$ cat src/rtl/lru_stack_array.sv
// Per-set 4-entry recency stack for a 4-way cache.
// Position 0 holds the MRU way and position 3 holds the LRU way; an access moves the used way to MRU.
module lru_stack_array #(
    parameter int unsigned SET_BITS = 3
) (
    input  logic                clk,
    input  logic                rst,
    input  logic [SET_BITS-1:0] lookup_set,
    output logic [1:0]          lru_way,
    output logic [1:0]          mru_way,
    input  logic                update_en,
    input  logic [SET_BITS-1:0] update_set,
    input  logic [1:0]          used_way,
    input  logic                flush,
    output logic                update_done
);

    localparam int unsigned NUM_SETS = 1 << SET_BITS;
    localparam int unsigned DEPTH    = 4;
    localparam int unsigned WAY_W    = 2;
    localparam int unsigned POS_W    = 2;

    logic [WAY_W-1:0] r_stack [NUM_SETS][DEPTH];
    logic             r_update_done;

    logic [WAY_W-1:0] w_old [DEPTH];
    logic [WAY_W-1:0] w_new [DEPTH];
    logic [POS_W-1:0] w_hit_pos;

    // Hit position: lowest matching slot, defaulting to 0 when nothing matches.
    always_comb begin
        w_hit_pos = '0;
        for (int p = 0; p < DEPTH; p++) begin
            w_old[p] = r_stack[update_set][p];
        end
        for (int p = DEPTH - 1; p >= 0; p--) begin
            if (w_old[p] == used_way) begin
                w_hit_pos = POS_W'(p);
            end
        end
    end

    // Slots above the hit shift down by one; the used way lands at MRU.
    always_comb begin
        for (int p = 0; p < DEPTH; p++) begin
            w_new[p] = w_old[p];
        end
        w_new[0] = used_way;
        for (int p = 1; p < DEPTH; p++) begin
            if (POS_W'(p) <= w_hit_pos) begin
                w_new[p] = w_old[p-1];
            end
        end
    end

    always_ff @(posedge clk or posedge rst) begin
        if (rst) begin
            for (int s = 0; s < NUM_SETS; s++) begin
                for (int p = 0; p < DEPTH; p++) begin
                    r_stack[s][p] <= WAY_W'(p);
                end
            end
        end else if (flush) begin
            for (int s = 0; s < NUM_SETS; s++) begin
                for (int p = 0; p < DEPTH; p++) begin
                    r_stack[s][p] <= WAY_W'(p);
                end
            end
        end else if (update_en) begin
            for (int p = 0; p < DEPTH; p++) begin
                r_stack[update_set][p] <= w_new[p];
            end
        end
    end

    always_ff @(posedge clk or posedge rst) begin
        if (rst) begin
            r_update_done <= 1'b0;
        end else begin
            r_update_done <= update_en | flush;
        end
    end

    // Lookups read the registered state directly, so a same-cycle update is not yet visible.
    assign lru_way     = r_stack[lookup_set][DEPTH-1];
    assign mru_way     = r_stack[lookup_set][0];
    assign update_done = r_update_done;

endmodule

$ cat config.mk
export PLATFORM = sky130hd
export DESIGN_NAME = lru_stack_array
export DESIGN_NICKNAME = d
export VERILOG_FILES = /design/src/rtl/lru_stack_array.sv
export SDC_FILE = /design/constraint.sdc
export NUM_CORES = 1
export LEC_CHECK = 0
export ABC_CLOCK_PERIOD_IN_PS = 3000
export CAP_MARGIN = 30
export CORE_UTILIZATION = 50
export CTS_CLUSTER_DIAMETER = 40
export CTS_CLUSTER_SIZE = 40
export DETAILED_ROUTE_END_ITERATION = 8
export PLACE_DENSITY = 0.68
export RECOVER_POWER = 50
export SLEW_MARGIN = 20
export SYNTH_ARGS = -nofsm -noshare
export SYNTH_HDL_FRONTEND = slang
export SYNTH_SLANG_ARGS = --single-unit
$ cat constraint.sdc
create_clock -name clk -period 3 [get_ports clk]
set_clock_uncertainty 0.05 [all_clocks]
set_input_delay 0.3 -clock clk [delete_from_list [all_inputs] [get_ports clk]]
set_output_delay 0.3 -clock clk [all_outputs]
set_load 0.05 [all_outputs]
==> impl_metrics.json, run 1 <==
{
  "status": "completed",
  "drive_above_1_share": 0.377,
  "antenna_found_initial": 0,
  "ys_types": 61,
  "postCtsHoldBufs": 0,
  "worst-path-stages": 8,
  "worstHoldPathCells": 1,
  "grt_pass1_wl_um": 17500,
  "required_ns": 3.23,
  "min_to": "r_stack[13]",
  "slowest_stage": "clkdlybuf4s50_1",
  "reg2reg_depth": 7,
  "numCtsBuffers": 9,
  "hold_violations": 0,
  "path_max_fanout": 8,
  "io_pins": 17,
  "crit_chain": "clkdlybuf4s50_1 -> mux4_2 -> mux2i_1 -> xnor2_1 -> a2bb2o_2 -> or3_1 -> nand4_4 -> a22o_1",
  "hpwl_um": 7950,
  "slew_headroom": 0.181,
  "path_clk_slew_ns": 0.07,
  "drv_cap": 0,
  "syn_area_um2": 3870,
  "fmax_mhz": 353,
  "drtIter0Drc": 205,
  "cp-start-kind": "input port",
  "clk_latency_ns": 0.34,
  "core-area_um2": 7370,
  "fin_area_um2": 4540,
  "vias": 3064,
  "final.min_clock_period_ns": 2.83,
  "gr-total-overflow": 0,
  "vdd_drop_max_uv": 339,
  "setup_viol": 0,
  "min_period_over_period": 0.944,
  "grt_pass1_vias": 3152,
  "worstMarginPinSlew_ns": 1.23,
  "totalWireLength_um": 10900,
  "rr_startpoint": "r_stack[0]",
  "clock-sinks": 65,
  "grt_setup_unrepaired": "false",
  "wire_per_inst_um": 22.4,
  "synth_most_common_cell": "nand2_1",
  "synth.avg_cell_area_um2": 11.4,
  "maxSlewViolCount": 0,
  "io_buffers": 16,
  "ys_seq_area_frac": 0.431,
  "synth_ff_type": "dfrtp_1",
  "worstPathArrival_ns": 3.06,
  "synthCells": 339,
  "synth_edf_count": 0,
  "n_antenna_cell": 0,
  "ys_ff_latch": 65,
  "ys_async_sr_fraction": 1.00,
  "yosys.area.top_type": "dfstp_2",
  "dr.pass1.iters": 5,
  "grt_max_degree": 34,
  "ctsResizeCount": 0,
  "cts_post_setup_buffers_inserted": 0,
  "die_area_um2": 8090,
  "path_delay_family": "multiplexers",
  "gp_congestion": 0.983,
  "cts-root-buf": "clkbuf_8",
  "worstSetupPathType": "in2reg",
  "grt_usage": 0.291,
  "start_util": 0.525,
  "yosys-top-cells-count": "nand2_1, dfrtp_1, dfstp_2",
  "cts_tree": "yes",
  "cp_num_buf_inv": 1,
  "r2r_slack_ns": 0.45,
  "synth_top_area_share": 0.217,
  "r2r_end": "r_stack[61]",
  "die_x_um": 90.0,
  "synth_area_leaders": "dfstp_2, dfrtp_1, mux4_2",
  "vias_per_cell": 6.30,
  "area_delta_synth_final_pct": 17.4,
  "hp-class": "reg2reg",
  "die_h_um": 90.0,
  "leakagePower_nw": 1.78,
  "clockBufferDepth": 2,
  "p_per_area_nw_per_um2": 453,
  "nets": 394,
  "end_kind": "flip-flop",
  "dpl_cell_area_um2": 4340,
  "drc": 0,
  "antenna_left": 0,
  "ctsHtreeMaxLevel": 3,
  "syn-num-nets": 351,
  "power_w": 0.00206,
  "fp-row-count": 31,
  "hp-start": "r_stack[13]",
  "max_stage_delay_ns": 0.62,
  "yosys_warnings": 0
}
[stage by stage]
stage	setup TNS, ns	cells	hold WS, ns	worst slack [ns]	utilization
finish	0	486	0.451	0.169	0.616
global route	0	486	0.467	0.0502	0.616
CTS	0	486	0.356	0.169	0.618
detailed placement	-5.98	470	0.433	-0.184	0.589
global placement	-2.79	470	0.421	-0.118	0.589
floorplan	0	339	0.400	0.561	-
[registers in the layout, summed over array words and instances, names as in the netlist]
name,flops
r_stack,64
update_done,1
[placed cells by master (no fill, tap or decap), types with 9 or more instances in the layout]
cell type / instances
mux2i_1: 13
clkbuf_8: 10
dfrtp_1: 33
clkdlybuf4s50_1: 9
buf_4: 39
a21oi_2: 9
a21oi_1: 21
nor2_1: 29
nand2_1: 36
mux4_2: 16
a22o_1: 18
dfstp_2: 32
[worst max path at each step]
stage                              from     endpoint  slack (ns)
after floorplan           update_set[2]  r_stack[13]        0.56
after global placement    update_set[2]  r_stack[53]       -0.12
after detailed placement  update_set[2]  r_stack[60]       -0.18
after CTS                 update_set[2]  r_stack[61]        0.17
after global routing      update_set[2]  r_stack[51]        0.05
final                     update_set[2]  r_stack[61]        0.17
[power breakdown]
| part | switching [W] | internal [W] | leakage (nW) | total, W |
|---|---|---|---|---|
| Sequential | 0.0000111 | 0.000898 | 0.791 | 0.000909 |
| Combinational | 0.000209 | 0.000143 | 0.875 | 0.000352 |
| Clock | 0.000342 | 0.000456 | 0.111 | 0.000798 |
[worst register-to-register path, stage by stage (launching register included)]
cell	delay, ns
dfstp_2	0.38
mux4_2	0.46
mux2i_1	0.28
xnor2_1	0.24
a2bb2o_2	0.34
or3_1	0.40
nand4_4	0.16
a22o_1	0.17
[cell families after synthesis]
group | Yosys count | synth area share
buf+inv | 25 | 0.0349
xor+xnor | 8 | 0.0220
compound gates | 100 | 0.202
flops | 65 | 0.431
simple gates | 100 | 0.133
mux | 41 | 0.177
[final cells by class]
class | instances | area, um^2
Clock buffer | 12 | 166
Fill cell | 620 | 2830
Tap cell | 99 | 124
Multi-Input combinational cell | 249 | 2070
Sequential cell | 65 | 1670
Timing Repair Buffer | 54 | 458
Clock inverter | 4 | 48.8
Inverter | 3 | 11.3
[routing by layer]
layer	wire length (um)	vias to the layer above	global-route usage
li1	-	1364	-
met3	762	17	0.0668
met4	275	0	0.101
met2	5210	124	0.462
met1	4650	1559	0.394
met5	0	-	0
No activity file was read; power rests on OpenSTA's default activity.
==> run 2, diff against run 1 <==
Settings changed: DONT_BUFFER_PORTS set to 1, PLACE_DENSITY 0.68 to unset.
==> impl_metrics.json, run 2 (same netlist as run 1, synthesis figures left out) <==
{
  "grt_pass1_vias": 2892,
  "layout.cells.most_common": "nand2_1",
  "clk_latency_ns": 0.35,
  "reg2reg_depth": 7,
  "cts_post_setup_buffers_inserted": 0,
  "vias_per_cell": 6.35,
  "maxSlewViolCount": 66,
  "drv_cap": 1,
  "slew_headroom": -0.0773,
  "largest_reg_flops": 64,
  "final.min_clock_period_ns": 2.60,
  "hp-start": "update_en",
  "grt_pass1_wl_um": 16600,
  "die_h_um": 90.0,
  "hpwl_um": 7170,
  "io_pins": 17,
  "drc": 0,
  "core-area_um2": 7370,
  "drtIter0Drc": 207,
  "wire_per_inst_um": 23.7,
  "vdd_drop_max_uv": 296,
  "drive_above_1_share": 0.314,
  "setup_tns_ns": 0,
  "setup_viol": 0,
  "die_x_um": 90.0,
  "grt_usage": 0.275,
  "min_period_over_period": 0.867,
  "timing.final.ws_setup_ns": 0.399,
  "required_ns": 3.22,
  "leakagePower_nw": 1.53,
  "worstPathArrival_ns": 2.82,
  "status": "finished with violations",
  "gp_congestion": 0.841,
  "dr.pass1.iters": 4,
  "power_w": 0.00189,
  "final_cell_mix": "nand2_1, dfrtp_1, dfstp_2",
  "totalWireLength_um": 10400,
  "clockBufferDepth": 2,
  "hp-class": "in2reg",
  "start_util": 0.525,
  "path_max_fanout": 6,
  "fp-row-count": 31,
  "vias": 2774,
  "area_delta_synth_final_pct": 5.86,
  "gr-total-overflow": 0,
  "crit_start": "r_stack[0]",
  "top_register": "r_stack",
  "rr_startpoint": "r_stack[0]",
  "end_kind": "flip-flop",
  "numCtsBuffers": 9,
  "io_buffers": 0,
  "cts-root-buf": "clkbuf_8",
  "cts_tree": "yes",
  "n_antenna_cell": 0,
  "nFillCells": 642,
  "worstHoldPathCells": 1,
  "ff_latch_area_um2": 1670,
  "cp-start-kind": "flip-flop",
  "multi_input_area_um2": 2070,
  "worstMarginPinSlew_ns": 1.62,
  "clock-sinks": 65,
  "die_area_um2": 8090,
  "grt_setup_unrepaired": "false",
  "antenna_found_initial": 0,
  "grt_max_degree": 66,
  "violations": "capacitance limit, slew limit",
  "path_clk_slew_ns": 0.07,
  "fmax_mhz": 384,
  "hold_violations": 0,
  "hold_ws_ns": 0.00757,
  "dp_slack_ns": 0.413,
  "antenna_left": 0,
  "worstSetupPathType": "reg2reg",
  "p_per_area_nw_per_um2": 462,
  "nets": 345,
  "ctsHtreeMaxLevel": 3
}
==> run 2: worst paths after layout <==
kind	to	slack [ns]
max	r_stack[44]	0.40
min	update_done	0.008
max reg2reg	r_stack[44]	0.40
min reg2reg	r_stack[58]	0.44
max in group asynchronous	r_stack[50]	1.59
min in group asynchronous	r_stack[42]	0.33
==> run 2: layout make-up <==
type / count / area share
inverters: 3 / 0.00275
well taps: 99 / 0.0303
multi-input cells: 249 / 0.505
repair buffers: 5 / 0.00917
clock buffers: 13 / 0.0364
clock inverters: 3 / 0.00978
flip-flops and latches: 65 / 0.407
==> run 2: repair_timing <==
| action | CTS | global route |
|---|---|---|
| resized for setup | 0 | 0 |
| hold endpoints to repair | 4 | 0 |
| endpoints found under the setup margin | 0 | 0 |
| hold buffers | 1 | 0 |
==> run 2: power by group <==
group / internal (W) / total [W] / switching (W) / leakage [nW]
Sequential: 0.000898 / 0.000910 / 0.0000121 / 0.791
Clock: 0.000405 / 0.000742 / 0.000337 / 0.0974
Combinational: 0.0000916 / 0.000241 / 0.000149 / 0.641
==> run 2: per-layer routing <==
layer,share of wire,GRT usage,routed length (um),vias up
met1,0.43,0.365,4470,1401
met4,0.027,0.116,284,0
met2,0.48,0.442,4960,84
met5,0,0,0,-
li1,-,-,-,1266
met3,0.063,0.0550,651,23
==> run 2: through the flow <==
| step | util | cell area, um^2 | instances |
|---|---|---|---|
| 3_3_place_gp | 0.529 | 3900 | 420 |
| 6_report | 0.556 | 4090 | 437 |
| 2_1_floorplan | - | 3870 | 339 |
| 3_5_place_dp | 0.529 | 3900 | 420 |
| 5_1_grt | 0.556 | 4090 | 437 |
| 4_1_cts | 0.556 | 4100 | 437 |
==> run 2: worst max-delay path, stage by stage, from the launching register on <==
cell,delay [ns]
dfstp_2,0.37
mux4_2,0.45
mux2i_1,0.29
xnor2_1,0.23
a2bb2oi_1,0.39
o21ai_2,0.16
nor3b_4,0.21
o32a_1,0.36
